## config.mk

```make
export PLATFORM = sky130hd
export DESIGN_NAME = posit_multiplier
export DESIGN_NICKNAME = d
export VERILOG_FILES = /design/src/rtl/posit_multiplier.sv
export SDC_FILE = /design/constraint.sdc
export NUM_CORES = 1
export LEC_CHECK = 0
export ABC_AREA = 1
export BUFFER_PORTS_ARGS = -buffer_cell sky130_fd_sc_hd__buf_2
export CAP_MARGIN = 25
export CELL_PAD_IN_SITES_DETAIL_PLACEMENT = 2
export CELL_PAD_IN_SITES_GLOBAL_PLACEMENT = 2
export CORE_ASPECT_RATIO = 0.7
export CORE_MARGIN = 2
export CORE_UTILIZATION = 29
export DETAILED_ROUTE_END_ITERATION = 10
export PLACE_DENSITY = 0.77
export SYNTH_ARGS = -nofsm -noshare
export SYNTH_HDL_FRONTEND = slang
export SYNTH_SLANG_ARGS = --single-unit
```

## constraint.sdc

```tcl
create_clock -name clk -period 0.8 [get_ports clk]
set_input_delay 0.08 -clock clk [delete_from_list [all_inputs] [get_ports clk]]
set_output_delay 0.08 -clock clk [all_outputs]
set_load 0.005 [all_outputs]
```

## src/rtl/posit_multiplier.sv

```systemverilog
// Posit multiplier: decode both operands, multiply mantissas and add scales,
// normalise, re-encode into a regime/exponent/fraction string, round to
// nearest-even on the bit string, saturate to [minpos, maxpos] and register.
module posit_multiplier #(
  parameter int N  = 8,
  parameter int ES = 4
) (
  input  logic         clk,
  input  logic         rst_n,
  input  logic [N-1:0] IN1,
  input  logic [N-1:0] IN2,
  output logic [N-1:0] OUT
);

  // Widest fraction field an operand can carry (regime needs at least 2 bits).
  localparam int FW = (N - ES - 3 > 0) ? (N - ES - 3) : 1;
  // Normalised product fraction width (bits below the hidden one).
  localparam int PF = 2 * FW + 1;
  // Signed scale width, covers the sum of two extreme operand scales.
  localparam int SW = $clog2(N) + ES + 3;
  // Extended encode string: 2 regime seed bits, exponent, fraction and
  // N bits of headroom so regime shifting never loses bits off the end.
  localparam int XW = 2 + ES + PF + N;

  localparam logic [N-1:0]          NAR   = {1'b1, {(N-1){1'b0}}};
  localparam logic signed [SW-1:0]  K_MAX = SW'(N - 2);
  localparam logic signed [SW-1:0]  K_MIN = -K_MAX;

  typedef struct packed {
    logic          sgn;
    logic [SW-1:0] scale;
    logic [FW-1:0] frac;
  } dec_t;

  // Split a posit into sign, combined scale k*2^ES+e and fraction bits.
  function automatic dec_t decode(input logic [N-1:0] x);
    dec_t                  d;
    logic [N-2:0]          body;
    logic                  rb;
    logic                  done;
    int                    m;
    logic [ES+FW-1:0]      fields;
    logic signed [SW-1:0]  k;
    body = (N-1)'(x[N-1] ? (~x + N'(1)) : x);
    rb   = body[N-2];
    m    = 0;
    done = 1'b0;
    for (int i = N - 2; i >= 0; i--) begin
      if (!done) begin
        if (body[i] == rb) m = m + 1;
        else done = 1'b1;
      end
    end
    // Drop regime and terminator; bits missing past the LSB read as zero.
    fields = (ES+FW)'(({body, {(ES+FW){1'b0}}} << (m + 1)) >> (N - 1));
    k = rb ? SW'(m - 1) : SW'(-m);
    d.sgn   = x[N-1];
    d.scale = (k <<< ES) + SW'(fields[ES+FW-1 -: ES]);
    d.frac  = fields[FW-1:0];
    return d;
  endfunction

  // Round to nearest, ties to even, on the N-1 bit magnitude string.
  function automatic logic [N-2:0] round_rne(input logic [N-2:0] mag,
                                             input logic guard,
                                             input logic sticky);
    return mag + (N-1)'(guard & (mag[0] | sticky));
  endfunction

  // Clamp regimes outside the representable range to maxpos / minpos.
  function automatic logic [N-2:0] saturate(input logic signed [SW-1:0] k,
                                            input logic [N-2:0] rounded);
    logic [N-2:0] r;
    r = rounded;
    if (k > K_MAX)      r = {(N-1){1'b1}};
    else if (k < K_MIN) r = (N-1)'(1);
    return r;
  endfunction

  // Build regime/exponent/fraction string for a positive value and round it.
  function automatic logic [N-2:0] encode(input logic signed [SW-1:0] scale,
                                          input logic [PF-1:0] frac);
    logic signed [SW-1:0] k;
    logic [ES-1:0]        e;
    logic [XW-1:0]        pat;
    logic [XW-1:0]        ext;
    k = scale >>> ES;
    e = scale[ES-1:0];
    if (k >= 0) begin
      // Seed "10" then replicate the leading one k more times.
      pat = {2'b10, e, frac, {N{1'b0}}};
      ext = $signed(pat) >>> k;
    end else begin
      // Seed "01" then push in -k-1 more leading zeros.
      pat = {2'b01, e, frac, {N{1'b0}}};
      ext = pat >> (-k - SW'(1));
    end
    return saturate(k, round_rne(ext[XW-1 -: N-1], ext[XW-N], |ext[XW-N-1:0]));
  endfunction

  dec_t                 dec_a;
  dec_t                 dec_b;
  logic [2*FW+1:0]      prod;
  logic signed [SW-1:0] scale_sum;
  logic [PF-1:0]        frac_n;
  logic [N-2:0]         mag;
  logic                 sgn;
  logic [N-1:0]         result;

  // Decode, multiply, normalise, encode and resolve special operands.
  always_comb begin
    dec_a     = decode(IN1);
    dec_b     = decode(IN2);
    prod      = {{(FW+1){1'b0}}, 1'b1, dec_a.frac} * {{(FW+1){1'b0}}, 1'b1, dec_b.frac};
    scale_sum = $signed(dec_a.scale) + $signed(dec_b.scale)
              + $signed({{(SW-1){1'b0}}, prod[2*FW+1]});
    frac_n    = prod[2*FW+1] ? prod[2*FW:0] : {prod[2*FW-1:0], 1'b0};
    mag       = encode(scale_sum, frac_n);
    sgn       = dec_a.sgn ^ dec_b.sgn;
    if (IN1 == NAR || IN2 == NAR)      result = NAR;
    else if (IN1 == '0 || IN2 == '0)   result = '0;
    else if (sgn)                      result = ~{1'b0, mag} + N'(1);
    else                               result = {1'b0, mag};
  end

  // ---- stage boundary: registered product ----
  // Output register, cleared to posit zero while reset is asserted.
  always_ff @(posedge clk or negedge rst_n) begin
    if (!rst_n) OUT <= '0;
    else        OUT <= result;
  end

endmodule

```

==> results.md, run 1 <==
* Status: stopped before the end
* Stop stage: 4_1_cts
* Err: [ERROR DPL-0033] detailed placement checks failed during check placement.
* Syn Area/Cell at 5.525 µm²
* Top cell type's share of synthesized area at 18.77%
* DP Area at 5401 µm²
* CTS H-tree depth at 1
* Initial Utilization at 29.62%
* Num CTS Buffers at 3
* Die W at 138.6 µm
* Cts repair resizes at 202
* Hold_buf cts at 1
* Area leader, netlist: nand2_1
* Syn Inst Count at 666
* GP Congestion at 0.9175
* Post-CTS Setup Inserts at 43
* Largest cells by area after synthesis: nand2_1 19%, inv_1 9.8%, nand3_1 9.5%
* Synthesized area at 3680 µm²
* Port bufs at 25
* Syn Nets at 707
* Maximum clock insertion buffer count at 2
* Site Rows at 34
* Seq cells post-synth at 8
* Root Driver: clkbuf_16
* Post-synth top cells: 184 x nand2_1, 96 x inv_1, 70 x nand3_1, 66 x nor2_1, 37 x o21ai_0
* Synth cell types at 47
* EDFF count, synth at 0
* Yosys warning count at 0
* I/O pin count at 26
* Sequential share of the synthesized area at 5.440%
* Post-DP HPWL at 17.57 mm
* Die H at 98.25 µm
* Clock Sinks at 8
* Most frequently used flop master after synthesis: dfrtp_1
* Post-synth ARST share at 100.0%
* Most frequent cell after synthesis: nand2_1
[kinds of logic after synthesis]
kind of cell    after synthesis  share of synthesized area [%]
xor+xnor                     30                          7.344
flops                         8                          5.440
simple gates                380                          48.08
buf+inv                     129                          14.96
compound gates               96                          15.95
fa+ha+maj                    23                          8.228
[metrics by stage]
stage               util, %  hold WS (ps)  TNS [ps]  worst slack (ps)  cells
detailed placement    43.48        -73.34    -58370             -7447   1018
global placement      43.48        -74.81    -50360             -6426   1018
floorplan                 -        -215.6    -44950             -5735    666
==> inputs of run 2 (changes only) <==
==> config.mk (replaced) <==
export PLATFORM = sky130hd
export DESIGN_NAME = posit_multiplier
export DESIGN_NICKNAME = d
export VERILOG_FILES = /design/src/rtl/posit_multiplier.sv
export SDC_FILE = /design/constraint.sdc
export NUM_CORES = 1
export LEC_CHECK = 0
export ABC_AREA = 1
export BUFFER_PORTS_ARGS = -buffer_cell sky130_fd_sc_hd__buf_2
export CAP_MARGIN = 25
export CORE_MARGIN = 2
export CORE_UTILIZATION = 20
export DETAILED_ROUTE_END_ITERATION = 10
export PLACE_DENSITY_LB_ADDON = 0.15
export SYNTH_ARGS = -nofsm -noshare
export SYNTH_HDL_FRONTEND = slang
export SYNTH_SLANG_ARGS = --single-unit
==> run 2 against run 1 <==
  * The flow now finishes, with violations (negative setup slack)
  * Synthesized cell count unchanged
  * Area after synthesis did not move
==> results.md, run 2 <==
* Status: finished with violations
* Violated checks: negative setup slack
* Top cell type's share of synthesized area at 18.77%
* Most frequent cell after synthesis: nand2_1
* Fillcell total at 1,976
* Tcrit/Tclk final at 785.7%
* Worst hold path type: in -> async
* Syn Nets at 707
* Yosys warning count at 0
* Largest cells by area after synthesis: nand2_1 19%, inv_1 9.8%, nand3_1 9.5%
* Vias per cell at 4.219
* Post-layout util at 38.05%
* Overflow after GRT at 0
* # Max-Cap Violations at 0
* Root Driver: clkbuf_16
* Via count at 4,881
* Crit path capture type: register
* Post-synth ARST share at 100.0%
* Worst path max stage delay at 410 ps
* Final Max Slew Viols at 0
* Slew @ Worst Pin at 483.5 ps
* CP Data Required Time at 920 ps
* First-pass GRT wire length at 22.16 mm
* First-pass DRT Iterations at 4
* # setup viols final at 8
* Die area at 19,500 µm²
* Initial antenna violation count at 0
* Worst Path Arrival at 6400 ps
* Syn Area/Cell at 5.525 µm²
* Critical Path Source Type: input pin
* Wire length per cell at 11.63 µm
* Largest net degree at the start of global routing at 20
* Slowest-stage cell, CP: fa_2
* Nets@finish at 971
* Fmax at 159.1 MHz
* Synthesized area at 3680 µm²
* Area leader, netlist: nand2_1
* RSZ-0062 raised after global routing: true
* CTS clock-pin slew for the worst setup and hold paths at 40 ps
* Die W at 139.6 µm
* Die H at 139.6 µm
* Crit. Startpoint: IN2[1]
* Seq cells post-synth at 8
* Biggest regs: OUT: 8 flops
* Setup TNS at -43,530 ps
* Worst setup margin at -5486 ps
* Final Hold Fails at 0
* Initial Utilization at 20.42%
* Maximum clock insertion buffer count at 2
* Setup CP Type: in -> reg
* Most frequent cells in the layout: 232 x buf_4, 149 x nand2_1, 71 x inv_1, 57 x nor2_1, 50 x nand3_1
* Number of diodes at 0
* FF+latch area at 200.2 µm²
* Num CTS Buffers at 3
* Area of the multi-input gates at 3679 µm²
* ANT nets after route at 0
* Number of flip-flops in the largest register at 8
* Post-DP HPWL at 11.03 mm
* CTS H-tree depth at 1
* Site Rows at 49
* I/O pin count at 26
* Post-layout minimum cycle time at 6286 ps
* Most common cell after layout, fill and taps aside: buf_4
* Tot GR Track Use at 13.35%
* Core ar. at 18,020 µm²
* TritonCTS clock tree: built
* P&R area growth vs syn at 86.37%
* # DRC at 0
* Vias in the first global route at 4,760
* Port bufs at 25
* Syn Inst Count at 666
* Largest reg by FF count: OUT
* Worst rel slew slack at 67.66%
* GP Congestion at 0.8419
* Synth cell types at 47
* Routed WL at 13.46 mm
* First DRT Iteration DRCs at 148
* Post-synth top cells: 184 x nand2_1, 96 x inv_1, 70 x nand3_1, 66 x nor2_1, 37 x o21ai_0
* EDFF count, synth at 0
* Crit path buf inv count at 12
* Cell repeated most along the worst path: inv_2
* Most frequently used flop master after synthesis: dfrtp_1
* Crit-path max FO at 7
* Clock Sinks at 8
* Worst path top cell family by delay: adder cells
* Sequential share of the synthesized area at 5.440%
* Share of cells above drive strength 1 at 51.83%
[run 2: how the worst max path moves through the flow]
stage	endpoint	slack (ps)	cells past startpoint
after floorplan	OUT[5]	-5730	52
after global placement	OUT[2]	-6500	46
after detailed placement	OUT[2]	-6400	46
after CTS	OUT[6]	-5510	53
after global routing	OUT[6]	-5920	49
final	OUT[5]	-5490	49
[run 2: metrics by stage]
step	hold WS (ps)	cells	instance area (µm²)	setup slack (ps)
6_report	231.2	1157	6858	-5486
2_1_floorplan	-215.6	666	3807	-5735
5_1_grt	257.7	1157	6858	-5924
3_3_place_gp	-70.99	1103	5620	-6504
3_5_place_dp	-68.24	1103	5620	-6400
4_1_cts	227.1	1139	6202	-5509
[run 2: cells by family (layout without fill, tap and decap cells)]
| logic type | count (synthesis) | after routing | synth area share, % |
|---|---|---|---|
| AOI/OAI and AO/OA | 96 | 96 | 15.95 |
| buffers and inverters | 129 | 390 | 14.96 |
| adders and majority gates | 23 | 23 | 8.228 |
| DFF | 8 | 8 | 5.440 |
| xor gates and xnor gates | 30 | 30 | 7.344 |
| and+or+nand+nor | 380 | 381 | 48.08 |
[run 2: area by class of cell]
cell class	instances	share of cell area (%)
multi-input combinational	530	53.64
timing repair buffer	275	31.22
inverter	112	6.951
tap	229	4.178
sequential	8	2.919
clock buffer	3	1.095
[run 2: repair_timing]
action,4_1_cts,5_1_grt
hold buffers,1,0
endpoints found under the hold margin,8,0
pin swaps,58,78
cloned,1,0
setup buffers,32,22
gates resized for setup,72,128
endpoints found under the setup margin,8,13
[run 2: metal layers]
metal / wire length (µm) / track usage, % / vias to the layer above
li1: - / - / 2652
met1: 6290 / 17.51 / 2193
met2: 7018 / 25.31 / 32
met3: 127 / 0.5506 / 4
met4: 23 / 0.8421 / 0
met5: 0 / 0 / -
Power of run 2 is not shown: default switching activity piles up to over one toggle a cycle in this logic, so the estimate is an artifact.
